**config.mk**
```make
export PLATFORM = sky130hd
export DESIGN_NAME = uart_transmit
export DESIGN_NICKNAME = d
export VERILOG_FILES = /design/src/rtl/uart_transmit.sv
export SDC_FILE = /design/constraint.sdc
export NUM_CORES = 1
export LEC_CHECK = 0
export CORE_MARGIN = 1.5
export CORE_UTILIZATION = 35
export DETAILED_ROUTE_END_ITERATION = 16
export GPL_TIMING_DRIVEN = 0
export SKIP_CTS_REPAIR_TIMING = 1
export SYNTH_ARGS = -nofsm -noshare
export SYNTH_HDL_FRONTEND = slang
export SYNTH_SLANG_ARGS = --single-unit
```
**constraint.sdc**
```tcl
create_clock -name clk -period 1.8 [get_ports clk]
set_clock_uncertainty 0.15 [all_clocks]
set_input_delay 0.36 -clock clk [delete_from_list [all_inputs] [get_ports clk]]
set_output_delay 0.36 -clock clk [all_outputs]
set_load 0.005 [all_outputs]
```
**src/rtl/uart_transmit.sv**
```systemverilog
// UART transmitter: serialises one byte per accepted request into a frame of
// start bit, DATA_BITS data bits (LSB first) and STOP_BITS stop bits on txd.
module uart_transmit #(
  parameter int unsigned CLKS_PER_BIT = 5,
  parameter int unsigned DATA_BITS    = 8,
  parameter int unsigned STOP_BITS    = 1
) (
  input  logic       clk,
  input  logic       rst,
  input  logic [7:0] word,
  input  logic       send,
  output logic       txd,
  output logic       transmit_ready,
  output logic       transmit_done
);

  localparam int unsigned CntW = $clog2(CLKS_PER_BIT) + 1;
  localparam logic [CntW-1:0] CntLast  = CntW'(CLKS_PER_BIT - 1);
  localparam logic [2:0]      DataLast = 3'(DATA_BITS - 1);
  localparam logic [2:0]      StopLast = 3'(STOP_BITS - 1);

  typedef enum logic [1:0] {
    StIdle,
    StStart,
    StData,
    StStop
  } state_e;

  state_e          state_q, state_d;
  logic [CntW-1:0] cnt_q, cnt_d;
  logic [2:0]      bit_q, bit_d;
  logic [7:0]      shift_q, shift_d;
  logic            txd_q, txd_d;
  logic            done_q, done_d;
  logic            cnt_wrap;

  assign cnt_wrap = (cnt_q == CntLast);

  // txd_d is derived from the next state so the line changes on the same edge
  // as the state, keeping txd purely registered.
  always_comb begin
    state_d = state_q;
    cnt_d   = cnt_q;
    bit_d   = bit_q;
    shift_d = shift_q;
    txd_d   = txd_q;
    done_d  = 1'b0;

    case (state_q)
      StIdle: begin
        txd_d = 1'b1;
        if (send) begin
          state_d = StStart;
          shift_d = word;
          cnt_d   = '0;
          bit_d   = '0;
          txd_d   = 1'b0;
        end
      end

      StStart: begin
        if (cnt_wrap) begin
          cnt_d   = '0;
          bit_d   = '0;
          state_d = StData;
          txd_d   = shift_q[0];
        end else begin
          cnt_d = cnt_q + CntW'(1);
        end
      end

      StData: begin
        if (cnt_wrap) begin
          cnt_d = '0;
          if (bit_q == DataLast) begin
            state_d = StStop;
            bit_d   = '0;
            txd_d   = 1'b1;
          end else begin
            bit_d   = bit_q + 3'd1;
            shift_d = shift_q >> 1;
            txd_d   = shift_q[1];
          end
        end else begin
          cnt_d = cnt_q + CntW'(1);
        end
      end

      StStop: begin
        txd_d = 1'b1;
        if (cnt_wrap) begin
          cnt_d = '0;
          if (bit_q == StopLast) begin
            state_d = StIdle;
            bit_d   = '0;
            done_d  = 1'b1;
          end else begin
            bit_d = bit_q + 3'd1;
          end
        end else begin
          cnt_d = cnt_q + CntW'(1);
        end
      end

      default: begin
        state_d = StIdle;
        cnt_d   = '0;
        bit_d   = '0;
        txd_d   = 1'b1;
      end
    endcase
  end

  always_ff @(posedge clk or negedge rst) begin
    if (!rst) begin
      state_q <= StIdle;
      cnt_q   <= '0;
      bit_q   <= '0;
      shift_q <= '0;
      txd_q   <= 1'b1;
      done_q  <= 1'b0;
    end else begin
      state_q <= state_d;
      cnt_q   <= cnt_d;
      bit_q   <= bit_d;
      shift_q <= shift_d;
      txd_q   <= txd_d;
      done_q  <= done_d;
    end
  end

  assign txd            = txd_q;
  assign transmit_ready = (state_q == StIdle);
  assign transmit_done  = done_q;

endmodule

```
==> run metrics <==
register bit total from synthesis 19; CTS Buffer Depth 2; Antenna Nets Post-Route 0; power density over the cells 1830 nW/um^2; cts bufs inserted 3; Data required, critical path around 1.9 ns; grt peak-use layer met2; layout cells sized above 1 0.282; Syn. warnings 0; DRT Wirelength 2710 um; first-pass GRT wire length 4200 um; period utilisation layout 0.995; Die Wd 60.0 um; r2r worst-path depth 6; CTS tree done; CP Launch Type flop; Synth cell types 32; reg2reg setup slack 0.009 ns; crit path max fanout 4; minimum clock period ~1.8 ns; placed cell count roughly 170; Slew @ Worst Pin roughly 0.85 ns; full die area roughly 3600 um^2; post-synthesis sequential area ratio 0.419; Gate Count Post-Synth about 120; clock sinks 19; grt met1 use 0.204; xor/xnor cell area share of the yosys netlist 0.0154; post-synthesis compound-gate area fraction 0.260; Max Cap Viol 0; 1st-iter DRT viols 31; Final Hold Fails 0; vias in the first global route about 970; clk root buf clkbuf_4; CP max stage delay about 0.50 ns; via count ~1000; H-tree depth 1; P_leak ~0.65 nW; antenna violations before repair 0; status finished, final reports clean; IO buf count 13; RSZ-0062 raised after global routing yes; GR Overflow Total 0; Post-Synth Adder-Cell Area 0.110; critical setup path kind reg2reg; DR pass1 iterations 4; placer congestion estimate 0.799; met3 GRT Util 0.0195; syn avg cell area ~9.8 um^2; endpoint type of the worst setup path flop; Top cell by count, worst path inv_2; critical path's slowest cell or4_1; drt wl/cell ~15 um; Die H between 60 and 70 um; Max Freq 558 MHz; Global Route Usage Sum 0.157; num ports 14; vias per inst 5.34; Tot Pwr 2.82 mW; Post-Syn Area 1140 um^2; Skew-Pair Late Insertion Delay 0.31 ns; core area slightly above 3000 um^2; crit path cell chain inv_2 > ha_4 > inv_2 > or4_1 > o32ai_1 > a21oi_1; Slew HR 0.430; # DRC 0; Final Setup Violations 0; Rows 20; CTS clock-pin slew for the worst setup and hold paths roughly 0.12 ns; DP Wirelength 1780 um; Critical Path AT 1.84 ns; Synthesized Nets around 140; RR Startpoint state_q[0]; Layout Utilization 0.501; fin nets ~160; Max VDD drop roughly 0.88 mV; worst r2r dst shift_q[6]; number of antenna diodes 0; Initial Util 0.370; mux contribution to synthesized area 0.0231; setup_tns 0 ns; area growth from synthesis to layout 35.6%; Hold Path Class in2async; main combinational cell family by area after synthesis compound AO/OA/AOI/OAI gates; Simple-Gate Fraction of Synth Area 0.122; Post-Layout Cell Count ~190; pin count of the biggest net entering global routing 20; met2 Use GR 0.261; fin. max-slew vios 0
-- report_power, final --
group          internal, mW  leakage [nW]  total [mW]  switching, mW
logic                 0.943         0.411        1.80          0.852
clock network        0.0829        0.0177       0.223          0.140
registers             0.621         0.224       0.801          0.180
-- cell usage in the layout (no fill, tap or decap), types with 5 or more instances in the layout --
cell type        count
a21oi_1              8
buf_4               10
clkdlybuf4s50_1     11
dfrtp_1             17
inv_1                7
nand2_1              9
nor2_1               5
o22a_1               7
o22ai_1             13
-- worst max-delay path by stage --
stage	startpoint	endpoint	slack, ns	cells after the start
2_1_floorplan	bit_q[0]	shift_q[6]	0.04	5
4_1_cts	state_q[0]	transmit_ready	-0.31	3
3_5_place_dp	send	shift_q[7]	-0.16	5
3_3_place_gp	send	state_q[1]	-0.13	5
5_1_grt	state_q[0]	shift_q[6]	-0.04	6
6_report	state_q[0]	shift_q[6]	0.009	6
-- cell usage after synthesis --
| library cell | number | area (um^2) |
|---|---|---|
| nor2_1 | 5 | 18.8 |
| and3_1 | 1 | 6.26 |
| ha_1 | 10 | 125 |
| o21ai_0 | 2 | 10.0 |
| inv_1 | 10 | 37.5 |
| nor3_2 | 1 | 10.0 |
| buf_4 | 1 | 7.51 |
| clkbuf_1 | 2 | 7.51 |
| o21ai_1 | 4 | 20.0 |
| nor2_2 | 1 | 6.26 |
| o32ai_1 | 1 | 8.76 |
| mux2_2 | 1 | 11.3 |
| mux2_4 | 1 | 15.0 |
| nand2_1 | 9 | 33.8 |
| xor2_1 | 1 | 8.76 |
| dfrtp_1 | 18 | 450 |
| o21ai_4 | 1 | 16.3 |
| dfstp_2 | 1 | 26.3 |
| a21oi_1 | 8 | 40.0 |
| and3b_4 | 1 | 12.5 |
| buf_2 | 1 | 5.00 |
| a211oi_1 | 1 | 7.51 |
| nand3_1 | 2 | 10.0 |
| o22a_1 | 7 | 61.3 |
| a21oi_2 | 1 | 8.76 |
| nor2b_1 | 2 | 12.5 |
| nand3b_1 | 2 | 15.0 |
| or4_1 | 1 | 7.51 |
| nand2b_1 | 1 | 6.26 |
| xnor2_1 | 1 | 8.76 |
| o22ai_1 | 14 | 87.6 |
| a22o_1 | 4 | 35.0 |
-- final cells by class --
cell class | count | area [um^2]
timing repair buffer | 22 | 206
inverter | 10 | 37.5
sequential | 19 | 478
multi-input combinational | 83 | 711
clock inverter | 1 | 5.00
clock buffer | 3 | 22.5
tap | 44 | 55.1
fill | 288 | 1540
buffer | 4 | 27.5
-- registers in the layout, indices dropped and copies added (netlist names) --
name / flops
bit_q: 3
txd: 1
state_q: 2
cnt_q: 4
shift_q: 8
transmit_done: 1
-- logic make-up after synthesis --
logic type	after synthesis
DFF	19
xor gates and xnor gates	2
buffers and inverters	14
adders and majority gates	10
and+or+nand+nor	26
muxes	2
AOI/OAI and AO/OA	43
-- per-layer routing --
layer / share of wire / routed length, um
met1: 0.47 / 1260
met2: 0.49 / 1330
met3: 0.027 / 72
met4: 0.015 / 41
met5: 0 / 0
-- stage by stage --
stage / cell area [um^2] / setup slack (ns) / hold WS, ns
6_report: 1540 / 0.00903 / 0.377
5_1_grt: 1540 / -0.0412 / 0.395
4_1_cts: 1350 / -0.307 / 0.380
3_5_place_dp: 1320 / -0.161 / 0.350
3_3_place_gp: 1320 / -0.128 / 0.347
2_1_floorplan: 1140 / 0.0403 / -0.0856
-- worst max-delay path, delay by kind of cell (launching register included) --
| kind | cells | cell delay (ns) |
|---|---|---|
| AOI/OAI and AO/OA | 2 | 0.19 |
| adders and majority gates | 1 | 0.18 |
| buffers and inverters | 2 | 0.19 |
| DFF | 1 | 0.46 |
| and+or+nand+nor | 1 | 0.50 |
(Power assumes the default switching activity.)
==> edit 1 (same settings) <==
The 4 states of `state_e` get a one-hot encoding in 4 bits.
--- a/src/rtl/uart_transmit.sv
+++ b/src/rtl/uart_transmit.sv
@@ -19,11 +19,11 @@
   localparam logic [2:0]      DataLast = 3'(DATA_BITS - 1);
   localparam logic [2:0]      StopLast = 3'(STOP_BITS - 1);
 
-  typedef enum logic [1:0] {
-    StIdle,
-    StStart,
-    StData,
-    StStop
+  typedef enum logic [3:0] {
+    StIdle  = 4'b0001,
+    StStart = 4'b0010,
+    StData  = 4'b0100,
+    StStop  = 4'b1000
   } state_e;
 
   state_e          state_q, state_d;
Formal check against the unedited RTL: same outputs for any inputs over 10 cycles, from zero or initial values and one cycle with rst low; not proved beyond that.
==> edit 1 against the original RTL <==
- the flow now finishes with violations (setup timing)
- sequential cell count up 2
- routed wire length up 12%
- die area rose by 4.2%
- area after synthesis rose by 4.4%
- design area rose by 9.5%
- worst setup slack worse by 0.11 ns
Power is left out: it rests on default switching activity, and per cell area and clock period it moved more than threefold.
==> edit 1: results (changes against the original RTL) <==
| Metric | Value |
|---|---|
| Final nets | `172 (was 164)` |
| Library cells used by synthesis | `36 (was 32)` |
| Via count | `1057 (was 993)` |
| Top Family by Delay on Critical Path | `simple AND/OR/NAND/NOR gates (unchanged)` |
| Seq/Total Area, Yosys | `44.5% (was 41.9%)` |
| Final setup viols | `12 (was 0)` |
| Dpl cells | `180 (was 173)` |
| Max Root-Sink Buffers | `2 (unchanged)` |
| Vias in the first global route | `961 (was 973)` |
| Slew margin rel. | `37.4% (was 43.0%)` |
| Root Driver | `clkbuf_4 (unchanged)` |
| CP Capture Type | `flop (unchanged)` |
| Area after DPL | `1380 um^2 (was 1320 um^2)` |
| Worst Hold Class | `reg2reg (was in2async)` |
| Synth warnings | `0 (unchanged)` |
| Share of cells above drive strength 1 | `33.8% (was 28.2%)` |
| Final weighted congestion in routability-driven placement | `0.753 (was 0.799)` |
| Critical Path Max Stage Delay | `0.47 ns (was 0.50 ns)` |
| Worst-path maximum fanout | `8 (was 4)` |
| Clk_lat worst skew | `0.31 ns (about the same)` |
| GRT Util Overall | `15.6% (was 15.7%)` |
| FF-to-FF setup slack | `-0.10 ns (was 0.009 ns)` |
| Remaining Overflow, GRT | `0 (unchanged)` |
| Crit path arrival time | `1.95 ns (was 1.84 ns)` |
| Asr flop ratio synth | `100% (unchanged)` |
| Cell count after synthesis | `123 (was 116)` |
| Largest net degree at the start of global routing | `22 (was 20)` |
| Global-route wire length before repair | `4.28 mm (was 4.20 mm)` |
| FILL cells | `292 (was 288)` |
| Commonest cells post-synth | `dfrtp_1, inv_1, a21oi_1 (was dfrtp_1, o22ai_1, ha_1, inv_1, nand2_1)` |
| Reg-to-reg endpoint | `shift_q[6] (unchanged)` |
| Synth Flop Type | `dfrtp_1 (unchanged)` |
| Worst setup margin | `-0.101 ns (was 0.00903 ns)` |
| CTS Buf Count | `3 (unchanged)` |
| Cells on worst reg2reg path | `5 (was 6)` |
| Dominant cells by area after synthesis | `dfrtp_1, ha_1, inv_1 (was dfrtp_1, ha_1, o22ai_1)` |
| Port bufs | `13 (unchanged)` |
| Run status | `finished, violations left (was completed)` |
| WL final | `3.03 mm (was 2.71 mm)` |
| Failing checks | `setup timing` |
| # diodes | `0 (unchanged)` |
| Initial antenna violation count | `0 (unchanged)` |
| Crit. Startpoint | `state_q[2] (was state_q[0])` |
| Iteration-0 DRC Markers | `29 (was 31)` |
| Detailed Routing Iterations Pass 1 | `4 (unchanged)` |
| Clock-pin slew on the worst setup and hold paths | `0.12 ns (about the same)` |
| Vias per inst | `5.34 (about the same)` |
| Largest registers | `shift_q (8), cnt_q (4), state_q (4) (was shift_q (8), cnt_q (4), bit_q (3))` |
| Syn nets | `140 (was 137)` |
| H-tree depth | `1 (unchanged)` |
| Final HPWL DP | `1.84 mm (was 1.78 mm)` |
| Slowest cell on the critical path | `or4b_4 (was or4_1)` |
-- edit 1: area by class of cell --
type / instances / area share [%]
clock buffers: 4 / 1.56
plain buffers: 4 / 2.44
well taps: 44 / 3.26
inverters: 16 / 3.56
repair buffers: 28 / 15.2
flip-flops and latches: 21 / 31.3
multi-input cells: 81 / 42.7
-- edit 1: layer usage --
layer	vias up	part of all wire, %	GRT usage [%]
met2	23	50	25.8
li1	499	-	-
met5	-	0	0
met4	0	1.7	6.21
met3	7	3.2	3.78
met1	528	45	19.7
-- edit 1: stage by stage --
stage                     util [%]  setup TNS [ns]  worst slack [ns]  hold slack [ns]
after floorplan                  -          -0.179           -0.0255          -0.0856
after global placement        44.0           -2.31            -0.261            0.339
after detailed placement      44.0           -2.46            -0.264            0.355
after CTS                     44.8           -3.22            -0.594            0.375
after global routing          54.0           -1.43            -0.155            0.407
final                         54.0          -0.736            -0.101            0.388
-- edit 1: how the worst min path moves through the flow --
| stage | cells after the start | from | to |
|---|---|---|---|
| 6_report | 2 | shift_q[3] | shift_q[3] |
| 5_1_grt | 2 | shift_q[3] | shift_q[3] |
| 4_1_cts | 2 | shift_q[3] | shift_q[3] |
| 3_5_place_dp | 2 | shift_q[7] | shift_q[7] |
| 3_3_place_gp | 2 | shift_q[7] | shift_q[7] |
| 2_1_floorplan | 0 | rst | bit_q[0] |
-- edit 1: cells by family after synthesis --
family,Yosys count,share of synthesized area (%)
adder cells (fa/ha/maj),6,6.32
flip-flops,21,44.5
AND/OR/NAND/NOR,30,16.6
buffers and inverters,21,8.11
AO/OA/AOI/OAI,40,20.4
multiplexers,3,2.53
XOR/XNOR,2,1.48
-- edit 1: tightest hold or removal path, delay by kind of cell, from the launching register on --
family	cells	cell delay, ns
AO/OA/AOI/OAI	1	0.05
buffers and inverters	1	0.06
flip-flops	1	0.41
==> edit 2 (same flow settings) <==
Made on the original files. `CLKS_PER_BIT`: 5 -> 4.
--- a/src/rtl/uart_transmit.sv
+++ b/src/rtl/uart_transmit.sv
@@ -1,7 +1,7 @@
 // UART transmitter: serialises one byte per accepted request into a frame of
 // start bit, DATA_BITS data bits (LSB first) and STOP_BITS stop bits on txd.
 module uart_transmit #(
-  parameter int unsigned CLKS_PER_BIT = 5,
+  parameter int unsigned CLKS_PER_BIT = 4,
   parameter int unsigned DATA_BITS    = 8,
   parameter int unsigned STOP_BITS    = 1
 ) (
Check against the original RTL: not equivalent (a bounded check fails within 10 cycles, from zero or initial values and one cycle with rst low).
==> edit 2 against the original RTL <==
- the run now ends with setup timing left
- design area shrank 12%
- area after synthesis shrank 11%
- sequential cell count shrank 1
- sequential power shrank 11%
- worst setup slack lost 0.27 ns
- power shrank 13%
- global-route usage shrank 3.0 points
- routed wire length shrank 29%
- die area shrank 10%
- largest cell class unchanged
==> edit 2: results (changes against the original RTL) <==
| Metric | Value |
|---|---|
| Vias per inst | `5.13 (was 5.34)` |
| Vias in the first global route | `773 (was 973)` |
| Worst-path maximum fanout | `5 (was 4)` |
| Leakage Power | `0.600 nW (was 0.653 nW)` |
| Max VDD drop | `0.00101 V (was 0.000885 V)` |
| GRT Util Overall | `12.7% (was 15.7%)` |
| Final HPWL DP | `1.41 mm (was 1.78 mm)` |
| Largest registers | `shift_q (8), bit_q (3), cnt_q (3) (was shift_q (8), cnt_q (4), bit_q (3))` |
| Seq/Total Area, Yosys | `44.6% (was 41.9%)` |
| WL final | `1.93 mm (was 2.71 mm)` |
| Final weighted congestion in routability-driven placement | `0.768 (was 0.799)` |
| Non-filler cells, final | `154 (was 186)` |
| Final setup viols | `9 (was 0)` |
| WHS | `0.369 ns (was 0.377 ns)` |
| Commonest cells post-synth | `dfrtp_1, nor2_1, a21oi_1, ha_1, mux2i_1 (was dfrtp_1, o22ai_1, ha_1, inv_1, nand2_1)` |
| Run status | `finished, violations left (was completed)` |
| Top Family by Delay on Critical Path | `compound AO/OA/AOI/OAI gates (was simple AND/OR/NAND/NOR gates)` |
| Post-synthesis xor/xnor area fraction | `0% (was 1.54%)` |
| M3 GR Usage | `4.15% (was 1.95%)` |
| Clock-pin slew on the worst setup and hold paths | `0.10 ns (was 0.12 ns)` |
| Dominant cells by area after synthesis | `dfrtp_1, ha_1, mux2i_1 (was dfrtp_1, ha_1, o22ai_1)` |
| Final nets | `143 (was 164)` |
| Global-route wire length before repair | `3.19 mm (was 4.20 mm)` |
| Largest net degree at the start of global routing | `19 (was 20)` |
| Slowest cell on the critical path | `dfrtp_1 (was or4_1)` |
| Worst setup margin | `-0.262 ns (was 0.00903 ns)` |
| Synth Area in Compound Gates | `15.0% (was 26.0%)` |
| Clk_lat worst skew | `0.29 ns (was 0.31 ns)` |
| DP Worst Slack | `-0.303 ns (was -0.161 ns)` |
| Slew margin rel. | `44.5% (was 43.0%)` |
| Syn nets | `115 (was 137)` |
| Reg-to-reg endpoint | `shift_q[1] (was shift_q[6])` |
| Detailed Routing Iterations Pass 1 | `3 (was 4)` |
| M2 GR Usage | `23.4% (was 26.1%)` |
| Setup TNS | `-2.12 ns (was 0 ns)` |
| Crit path arrival time | `2.10 ns (was 1.84 ns)` |
| Adder-Cell Fraction of Synth Area | `9.89% (was 11.0%)` |
| Proportion of synthesized area in mux cells | `12.4% (was 2.31%)` |
| Failing checks | `setup timing` |
| Library cells used by synthesis | `28 (was 32)` |
| Iteration-0 DRC Markers | `13 (was 31)` |
-- edit 2: cell count changes in the layout (fill, tap and decap cells not counted), moves of 3 or more --
cell,before,now
mux2_2,1,4
a21oi_2,0,6
nor2_2,0,3
a22o_1,4,0
ha_4,4,1
nand2_1,9,3
a21oi_1,8,4
nor2b_1,0,4
o22a_1,7,0
mux2i_1,0,8
o22ai_1,13,0
-- edit 2: cell type report --
type | instances | area (um^2)
tap | 31 | 38.8
inverter | 7 | 26.3
multi-input combinational | 68 | 574
timing repair buffer | 23 | 214
sequential | 18 | 452
buffer | 3 | 23.8
clock buffer | 4 | 36.3
fill | 262 | 1390
-- edit 2: where the power goes --
part	leakage, nW	internal (mW)	switching (mW)
logic	0.363	0.779	0.708
clock network	0.0210	0.123	0.125
registers	0.216	0.588	0.122
total	0.600	1.49	0.955
-- edit 2: per-layer routing --
metal	up-vias	wire, um
met5	-	0
met4	0	15
met3	2	71
met2	16	964
met1	384	881
li1	388	-
